===== config.mk =====
export PLATFORM = sky130hd
export DESIGN_NAME = stallable_mult_pipe_flat
export DESIGN_NICKNAME = d
export VERILOG_FILES = /design/src/rtl/stallable_mult_pipe_pkg.sv /design/src/rtl/stallable_mult_pipe_if.sv /design/src/rtl/stallable_mult_pipe_delay_line.sv /design/src/rtl/stallable_mult_pipe.sv /design/src/flat_wrapper.sv
export SDC_FILE = /design/constraint.sdc
export NUM_CORES = 1
export LEC_CHECK = 0
export ABC_AREA = 1
export CAP_MARGIN = 10
export CELL_PAD_IN_SITES_DETAIL_PLACEMENT = 1
export CELL_PAD_IN_SITES_GLOBAL_PLACEMENT = 1
export CORE_MARGIN = 5
export CORE_UTILIZATION = 48
export DETAILED_ROUTE_END_ITERATION = 7
export HOLD_SLACK_MARGIN = 0.06
export PLACE_DENSITY_LB_ADDON = 0.08
export SYNTH_ARGS = -nofsm -noshare
export SYNTH_HDL_FRONTEND = slang
export SYNTH_HIERARCHICAL = 1
export SYNTH_SLANG_ARGS = --single-unit
export TNS_END_PERCENT = 20

===== constraint.sdc =====
create_clock -name clk -period 9.4 [get_ports clk]
set_input_delay 1.41 -clock clk [delete_from_list [all_inputs] [get_ports clk]]
set_output_delay 1.41 -clock clk [all_outputs]
set_load 0.1 [all_outputs]

===== src/rtl/stallable_mult_pipe_pkg.sv =====
// Sizing helpers and parameter limits shared by the stallable multiplier slice.
package stallable_pkg;

  localparam int unsigned MIN_LATENCY = 2;
  localparam int unsigned MIN_WIDTH   = 1;

  function automatic int unsigned out_width(input int unsigned width,
                                            input int unsigned full_product);
    return (full_product != 0) ? 2 * width : width;
  endfunction

  function automatic int unsigned occ_width(input int unsigned latency);
    return $clog2(latency + 1);
  endfunction

endpackage


===== src/rtl/stallable_mult_pipe_if.sv =====
// Operand/result bundle between a stall-driving controller and the multiplier pipe.
interface stallable_mult_pipe_if
  import stallable_pkg::*;
#(
  parameter int unsigned WIDTH        = 32,
  parameter int unsigned LATENCY      = 4,
  parameter int unsigned FULL_PRODUCT = 0
);
  localparam int unsigned OW   = out_width(WIDTH, FULL_PRODUCT);
  localparam int unsigned OCCW = occ_width(LATENCY);

  logic             stall;
  logic             in_valid;
  logic [WIDTH-1:0] left;
  logic [WIDTH-1:0] right;
  logic [OW-1:0]    out;
  logic             out_valid;
  logic [OCCW-1:0]  occupancy;
  logic             busy;

  modport master (
    output stall, in_valid, left, right,
    input  out, out_valid, occupancy, busy
  );

  modport slave (
    input  stall, in_valid, left, right,
    output out, out_valid, occupancy, busy
  );

endinterface


===== src/rtl/stallable_mult_pipe_delay_line.sv =====
// Enable-gated data+valid register chain; clr drops valid bits but keeps data.
module stallable_delay_line #(
  parameter int unsigned WIDTH = 8,
  parameter int unsigned DEPTH = 1
) (
  input  logic             clk,
  input  logic             reset_n,
  input  logic             en,
  input  logic             clr,
  input  logic [WIDTH-1:0] d,
  input  logic             d_valid,
  output logic [WIDTH-1:0] q,
  output logic             q_valid
);

  logic [WIDTH-1:0] data [DEPTH];
  logic [DEPTH-1:0] vld;

  always_ff @(posedge clk or negedge reset_n) begin
    if (!reset_n) begin
      for (int unsigned i = 0; i < DEPTH; i++) data[i] <= '0;
      vld <= '0;
    end else begin
      if (en) begin
        data[0] <= d;
        for (int unsigned i = 1; i < DEPTH; i++) data[i] <= data[i-1];
      end
      if (clr) begin
        vld <= '0;
      end else if (en) begin
        vld[0] <= d_valid;
        for (int unsigned i = 1; i < DEPTH; i++) vld[i] <= vld[i-1];
      end
    end
  end

  assign q       = data[DEPTH-1];
  assign q_valid = vld[DEPTH-1];

endmodule


===== src/rtl/stallable_mult_pipe.sv =====
// Stall-aware pipelined multiplier with per-stage valid bits and occupancy count.
// Define STALLABLE_MULT_FLUSH_EN to add the flush port (valid/occupancy clear).
module stallable_mult_pipe
  import stallable_pkg::*;
#(
  parameter int unsigned WIDTH        = 32,
  parameter int unsigned LATENCY      = 4,
  parameter int unsigned SIGNED       = 0,
  parameter int unsigned FULL_PRODUCT = 0
) (
  input  logic clk,
  input  logic reset_n,
`ifdef STALLABLE_MULT_FLUSH_EN
  input  logic flush,
`endif
  stallable_mult_pipe_if.slave bus
);

  localparam int unsigned PW   = 2 * WIDTH;
  localparam int unsigned OW   = out_width(WIDTH, FULL_PRODUCT);
  localparam int unsigned OCCW = occ_width(LATENCY);

  if (LATENCY < MIN_LATENCY) begin : g_bad_latency
    $error("stallable_mult_pipe: LATENCY below minimum");
  end
  if (WIDTH < MIN_WIDTH) begin : g_bad_width
    $error("stallable_mult_pipe: WIDTH below minimum");
  end

  logic clr;
`ifdef STALLABLE_MULT_FLUSH_EN
  assign clr = flush;
`else
  assign clr = 1'b0;
`endif

  logic adv, accept, retire;
  assign adv    = !bus.stall && !clr;
  assign accept = bus.in_valid && adv;
  assign retire = bus.out_valid && adv;

  logic [WIDTH-1:0] a1, b1;
  logic             v1;
  logic [PW-1:0]    ax, bx, p2;
  logic             v2;

  // Extension choice is the only place SIGNED matters; low WIDTH bits are identical.
  always_comb begin
    ax = {{WIDTH{1'b0}}, a1};
    bx = {{WIDTH{1'b0}}, b1};
    if (SIGNED != 0) begin
      ax = {{WIDTH{a1[WIDTH-1]}}, a1};
      bx = {{WIDTH{b1[WIDTH-1]}}, b1};
    end
  end

  always_ff @(posedge clk or negedge reset_n) begin
    if (!reset_n) begin
      a1 <= '0;
      b1 <= '0;
      v1 <= 1'b0;
      p2 <= '0;
      v2 <= 1'b0;
    end else begin
      if (adv) begin
        a1 <= bus.left;
        b1 <= bus.right;
        p2 <= ax * bx;
      end
      if (clr) begin
        v1 <= 1'b0;
        v2 <= 1'b0;
      end else if (adv) begin
        v1 <= bus.in_valid;
        v2 <= v1;
      end
    end
  end

  logic [OW-1:0] q;
  logic          q_valid;

  if (LATENCY > 2) begin : g_chain
    stallable_delay_line #(
      .WIDTH (OW),
      .DEPTH (LATENCY - 2)
    ) u_delay (
      .clk     (clk),
      .reset_n (reset_n),
      .en      (adv),
      .clr     (clr),
      .d       (p2[OW-1:0]),
      .d_valid (v2),
      .q       (q),
      .q_valid (q_valid)
    );
  end else begin : g_direct
    assign q       = p2[OW-1:0];
    assign q_valid = v2;
  end

  assign bus.out       = q;
  assign bus.out_valid = q_valid;

  logic [OCCW-1:0] occ_q, occ_d;
  logic            busy_q;

  always_comb begin
    occ_d = occ_q;
    if (clr)                     occ_d = '0;
    else if (accept && !retire)  occ_d = occ_q + OCCW'(1);
    else if (retire && !accept)  occ_d = occ_q - OCCW'(1);
  end

  always_ff @(posedge clk or negedge reset_n) begin
    if (!reset_n) begin
      occ_q  <= '0;
      busy_q <= 1'b0;
    end else begin
      occ_q  <= occ_d;
      busy_q <= (occ_d != '0);
    end
  end

  assign bus.occupancy = occ_q;
  assign bus.busy      = busy_q;

endmodule

===== src/flat_wrapper.sv =====
// flat-port wrapper written by rule: the top's interface ports become plain ports
module stallable_mult_pipe_flat import stallable_pkg::*;
#(
  parameter int unsigned WIDTH        = 32,
  parameter int unsigned LATENCY      = 4,
  parameter int unsigned SIGNED       = 0,
  parameter int unsigned FULL_PRODUCT = 0
)
  (clk, reset_n, bus_stall, bus_in_valid, bus_left, bus_right, bus_out, bus_out_valid, bus_occupancy, bus_busy);
  stallable_mult_pipe_if #(.WIDTH(WIDTH), .LATENCY(LATENCY), .FULL_PRODUCT(FULL_PRODUCT)) bus_i ();
  input  logic clk;
  input  logic reset_n;
  input wire logic [$bits(bus_i.stall)-1:0] bus_stall;
  input wire logic [$bits(bus_i.in_valid)-1:0] bus_in_valid;
  input wire logic [$bits(bus_i.left)-1:0] bus_left;
  input wire logic [$bits(bus_i.right)-1:0] bus_right;
  output wire logic [$bits(bus_i.out)-1:0] bus_out;
  output wire logic [$bits(bus_i.out_valid)-1:0] bus_out_valid;
  output wire logic [$bits(bus_i.occupancy)-1:0] bus_occupancy;
  output wire logic [$bits(bus_i.busy)-1:0] bus_busy;
  assign bus_i.stall = bus_stall;
  assign bus_i.in_valid = bus_in_valid;
  assign bus_i.left = bus_left;
  assign bus_i.right = bus_right;
  assign bus_out = bus_i.out;
  assign bus_out_valid = bus_i.out_valid;
  assign bus_occupancy = bus_i.occupancy;
  assign bus_busy = bus_i.busy;
  stallable_mult_pipe #(.WIDTH(WIDTH), .LATENCY(LATENCY), .SIGNED(SIGNED), .FULL_PRODUCT(FULL_PRODUCT)) u_core (.clk(clk), .reset_n(reset_n), .bus(bus_i));
endmodule

==> results of run 1 <==
[flip-flops by register name, indices dropped and copies added, names as in the netlist]
register / count
u_core/a1: 32
u_core/b1: 32
u_core/bus.busy: 1
u_core/bus.occupancy: 3
u_core/g_chain.u_delay/data: 32
u_core/g_chain.u_delay/q: 32
u_core/g_chain.u_delay/vld: 2
u_core/p2: 32
u_core/v1: 1
u_core/v2: 1
[cell families (layout without fill, tap and decap cells)]
family / Yosys count / count (layout) / share of synthesized area [%]
AND/OR/NAND/NOR: 1145 / 1145 / 19.3
buffers and inverters: 973 / 962 / 16.8
adder cells (fa/ha/maj): 533 / 533 / 41.6
flip-flops: 168 / 168 / 18.0
AO/OA/AOI/OAI: 150 / 150 / 3.45
XOR/XNOR: 22 / 22 / 0.856
other: 1 / 2 / 0.0160
[layer usage]
layer / up-vias / part of all wire, %
li1: 8387 / -
met1: 9204 / 43
met2: 312 / 50
met3: 91 / 4.0
met4: 0 / 3.4
met5: - / 0
[how the worst max path moves through the flow]
| stage | startpoint | to | slack [ns] | depth (start not counted) |
|---|---|---|---|---|
| floorplan | u_core/a1[13] | u_core/p2[29] | 2.84 | 25 |
| global placement | u_core/a1[11] | u_core/p2[30] | 2.24 | 22 |
| detailed placement | u_core/b1[6] | u_core/p2[30] | 2.10 | 22 |
| CTS | u_core/b1[6] | u_core/p2[30] | 2.10 | 20 |
| global route | u_core/b1[6] | u_core/p2[30] | 1.75 | 22 |
| finish | u_core/b1[8] | u_core/p2[29] | 2.08 | 24 |
[cell usage in the layout, fill, tap and decap left out, drive strengths merged, types with 20 or more instances in the layout]
master,n
fa,408
dfrtp,168
clkdlybuf4s50,102
a21oi,35
nand2,1011
o21ai,93
nand3,65
nor2,33
buf,33
inv,800
ha,125
clkbuf,20
[layout make-up]
cell class	instances	area share, %
multi-input combinational	1852	60.8
sequential	168	16.7
inverter	795	11.9
timing repair buffer	135	5.06
tap	615	3.06
clock buffer	20	1.78
clock inverter	12	0.722
[Yosys cell counts, drive strengths merged]
library cell / count / area [sq um]
or3: 1 / 6.26
xor2: 14 / 123
dfrtp: 168 / 4200
o22ai: 1 / 6.26
a221oi: 1 / 8.76
o211a: 1 / 10.0
ha: 125 / 1560
nor3: 2 / 10.0
o21bai: 3 / 22.5
conb: 1 / 3.75
buf: 81 / 559
o31ai: 1 / 7.51
a21o: 5 / 37.5
nand2: 1011 / 3830
a31oi: 4 / 25.0
or2: 15 / 93.8
a211oi: 1 / 7.51
a21oi: 35 / 179
nand3b: 8 / 60.1
o211ai: 3 / 22.5
nor4: 3 / 18.8
inv: 794 / 2980
nor2: 33 / 124
fa: 408 / 8170
clkbuf: 97 / 375
nand4: 7 / 43.8
o21a: 2 / 15.0
nand3: 65 / 335
o21ai: 93 / 465
xnor2: 8 / 77.6
clkinv: 1 / 3.75
[stage by stage]
stage / instance area [sq um] / util [%] / setup slack, ns / hold slack (ns)
floorplan: 23400 / - / 2.84 / 0.443
global placement: 24500 / 51.1 / 2.24 / 0.456
detailed placement: 24500 / 51.1 / 2.10 / 0.469
CTS: 25100 / 52.4 / 2.10 / 0.487
global route: 25100 / 52.4 / 1.75 / 0.499
finish: 25100 / 52.4 / 2.08 / 0.482
[critical path, cell delays in order (launching register included)]
cell and delay, ns:
dfrtp_1 0.68, buf_4 0.36, nand2_1 0.12, fa_1 0.58, inv_1 0.06, fa_1 0.58, inv_1 0.08, fa_1 0.53
inv_1 0.05, fa_1 0.50, inv_1 0.06, fa_1 0.55, inv_1 0.06, fa_1 0.44, fa_1 0.52, fa_1 0.44
ha_1 0.39, nand2_1 0.13, nor4_1 0.35, nand3_1 0.14, nand3_1 0.18, a21o_1 0.16, o21ai_1 0.06, a21oi_1 0.15
nor2_1 0.05
==> impl_metrics.json, run 1 <==
{
  "status": "finished, final reports clean",
  "maxSlewViolCount": 0,
  "areaGrowthSynthToFinish_pct": 7.46,
  "multi_input_area_sq_um": 15300,
  "grt_pass1_wl_um": 111000,
  "drive_gt1_share_pct": 3.12,
  "ant_nets": 0,
  "gp_congestion": 0.887,
  "setup_violations": 0,
  "maxSlewHeadroom_pct": 33.5,
  "use_met3_pct": 4.41,
  "fin_skew_ns": 0.0160,
  "clkSlewWorstSetupHoldPaths_ns": 0.07,
  "path_class": "reg2reg",
  "synth_cell_types": 45,
  "use_met2_pct": 46.6,
  "worst_ep_arrival_time_ns": 7.70,
  "rsz0062_at_grt": "false",
  "first_iter_violations": 917,
  "yosysWarnings": 6,
  "clk_path_buf_depth": 2,
  "die_area_sq_um": 53200,
  "synth_area_sq_um": 23400,
  "yosysSeqAreaShare_pct": 18.0,
  "fin_cells": 3597,
  "placed_cells": 3565,
  "rows": 80,
  "coreArea_sq_um": 47900,
  "tns_ns": 0,
  "fin_crit_ns": 7.32,
  "portBuffers": 104,
  "regArea_sq_um": 4200,
  "wire_per_inst_um": 18.9,
  "nFillCells": 5939,
  "cp.required_ns": 9.78,
  "cts_tree": "yes",
  "drt_wl_total_um": 68100,
  "cts.repair.resized": 0,
  "synth.avg_cell_area_sq_um": 7.82,
  "crit-reg2reg-launch": "u_core/b1[8]",
  "clock_latency_ns": 0.49,
  "regToRegEndpoint": "u_core/p2[29]",
  "ff2ff_path_depth": 24,
  "drc": 0,
  "hold_end": "u_core/g_chain.u_delay/data[44]",
  "cts_buffers": 17,
  "start_util_pct": 48.8,
  "grt_busiest_layer": "met2",
  "worstHoldPathCells": 2,
  "cts.sinks": 168,
  "fmax_mhz": 137,
  "tightest_slew_ns": 0.995,
  "gr-total-overflow": 0,
  "cts_hold_buf": 0,
  "cp_max_fo": 15,
  "maxCapViolations": 0,
  "worstHoldStart": "u_core/p2[12]",
  "num_vias": 18000,
  "use_met1_pct": 34.1,
  "antenna_cells": 0,
  "die_w_um": 231,
  "grt_usage_pct": 26.8,
  "ios": 105,
  "grt_pass1_vias": 20600,
  "fin_crit_sh_pct": 77.9,
  "reg2reg_slack_ns": 2.08,
  "crit_path_start_kind": "flop",
  "nets": 3570,
  "post_cts_buffers": 0,
  "syn-instance-count": 2992,
  "synth-seq-cells": 168,
  "dp_hpwl_um": 54900,
  "cts-root-buf": "clkbuf_16",
  "crit_path_end_kind": "flop",
  "antenna_found_initial": 0,
  "holdCritPathClass": "reg2reg",
  "grt_max_degree": 150,
  "die_h_um": 231,
  "vias_per_cell": 5.00,
  "htreeDepth": 4,
  "dr.pass1.iters": 5,
  "hold_violations": 0
}
Power of run 1 is not shown: default switching activity piles up to over one toggle a cycle in this logic, so the estimate is an artifact.
==> inputs of run 2 (changes only) <==
==> constraint.sdc (replaced) <==
create_clock -name clk -period 7 [get_ports clk]
set_input_delay 1.05 -clock clk [delete_from_list [all_inputs] [get_ports clk]]
set_output_delay 1.05 -clock clk [all_outputs]
set_load 0.1 [all_outputs]
==> run 2 against run 1 <==
- via count grew 1.1%
- cell count grew 1.8%
- routed wire length shrank 0.90%
- utilization grew 1.2 points
- count of clock-buffer cells in the layout shrank 3
- non-clock buffer count grew 65
- clock skew grew 0.00052 ns
- setup slack lost 1.8 ns
- die area is the same
- worst hold slack gained 0.0013 ns
- critical path type unchanged
==> impl_metrics.json, run 2 (synthesized netlist as in run 1, its figures left out) <==
{
  "crit_path_end_kind": "flop",
  "drt_wl_total_um": 67500,
  "drive_gt1_share_pct": 6.10,
  "rsz0062_at_grt": "true",
  "gr-total-overflow": 0,
  "portBuffers": 104,
  "die_area_sq_um": 53200,
  "gp_congestion": 0.880,
  "grt_max_degree": 143,
  "cts-root-buf": "clkbuf_16",
  "layout_common_cells": "nand2_1 (998), inv_1 (791), fa_1 (408), dfrtp_1 (145), ha_1 (125)",
  "cp_max_fo": 10,
  "grt_pass1_vias": 20500,
  "nets": 3635,
  "drc": 0,
  "die_h_um": 231,
  "maxCapViolations": 0,
  "cts_hold_buf": 0,
  "first_iter_violations": 972,
  "cts_tree": "yes",
  "holdCritPathClass": "reg2reg",
  "maxSlewHeadroom_pct": 32.9,
  "worst_ep_arrival_time_ns": 7.12,
  "ant_nets": 0,
  "place_ws_ns": 0.0584,
  "clk_path_buf_depth": 2,
  "fmax_mhz": 149,
  "cts_buffers": 17,
  "path_class": "reg2reg",
  "cts.sinks": 168,
  "clock_latency_ns": 0.49,
  "vias_per_cell": 4.97,
  "cp.required_ns": 7.38,
  "wire_per_inst_um": 18.4,
  "top_layer": "met4",
  "setup_violations": 0,
  "areaGrowthSynthToFinish_pct": 9.90,
  "antenna_cells": 0,
  "dr.pass1.iters": 4,
  "grt_usage_pct": 26.3,
  "fin_skew_ns": 0.0165,
  "maxSlewViolCount": 0,
  "die_w_um": 231,
  "htreeDepth": 4,
  "hold_violations": 0,
  "crit_path_start_kind": "flop",
  "layout_setup_ws_ns": 0.268,
  "max_stage_delay_ns": 0.56,
  "status": "finished, final reports clean",
  "wl_met1_um": 28000,
  "ios": 105,
  "crit_path_frequent_cell": "fa_1",
  "coreArea_sq_um": 47900,
  "antenna_found_initial": 0,
  "dp_hpwl_um": 56000,
  "num_vias": 18200,
  "grt_pass1_wl_um": 110000,
  "tns_ns": 0,
  "tightest_slew_ns": 1.00,
  "start_util_pct": 48.8,
  "rows": 80,
  "nFillCells": 5907,
  "route.met3.wl_um": 2580,
  "clkSlewWorstSetupHoldPaths_ns": 0.08,
  "fin_crit_sh_pct": 96.2,
  "met2RoutedLength_um": 34400,
  "mostFrequentLayoutCell": "nand2_1",
  "fin_crit_ns": 6.73,
  "slowest_stage": "fa_1"
}
==> run 2: stage by stage <==
step	cell area, sq um	hold WS, ns	instances	util, %
after floorplan	23400	0.443	2993	-
after global placement	25000	0.455	3623	52.1
after detailed placement	25000	0.468	3623	52.1
after CTS	25600	0.488	3655	53.4
after global routing	25700	0.496	3662	53.6
final	25700	0.484	3662	53.6
==> run 2: worst paths after layout <==
path | startpoint | endpoint | slack (ns) | depth (start not counted)
min in group asynchronous | reset_n | u_core/g_chain.u_delay/q[13] | 0.67 | 1
max in group asynchronous | reset_n | u_core/b1[19] | 4.70 | 2
worst max register to register | u_core/b1[2] | u_core/p2[29] | 0.27 | 25
worst max-delay path | u_core/b1[2] | u_core/p2[29] | 0.27 | 25
worst min register to register | u_core/g_chain.u_delay/data[41] | u_core/g_chain.u_delay/q[9] | 0.48 | 2
worst min-delay path | u_core/g_chain.u_delay/data[41] | u_core/g_chain.u_delay/q[9] | 0.48 | 2
==> run 2: timing repair <==
action                                  CTS  global route
endpoints found under the setup margin    0            14
resized for setup                         0            31
buffers inserted                          0             7
==> run 2: per-layer routing <==
layer / vias up / GRT usage, %
met1: 9309 / 32.5
met2: 278 / 46.7
met3: 96 / 4.24
met5: - / 0
met4: 0 / 9.90
li1: 8513 / -
==> run 2: layout make-up <==
class	count	area [sq um]	share of cell area [%]
inverters	795	2990	11.6
well taps	615	769	2.99
multi-input cells	1852	15300	59.5
clock buffers	17	425	1.65
flip-flops and latches	168	4240	16.5
repair buffers	200	1810	7.05
clock inverters	15	185	0.720
==> run 2: worst max-delay path, delay by kind of cell, from the launching register on <==
family	cells	cell delay, ns
AND/OR/NAND/NOR	6	0.91
flip-flops	1	0.49
adder cells (fa/ha/maj)	9	4.41
AO/OA/AOI/OAI	3	0.39
buffers and inverters	7	0.43
Power of run 2 is left out for the same reason.
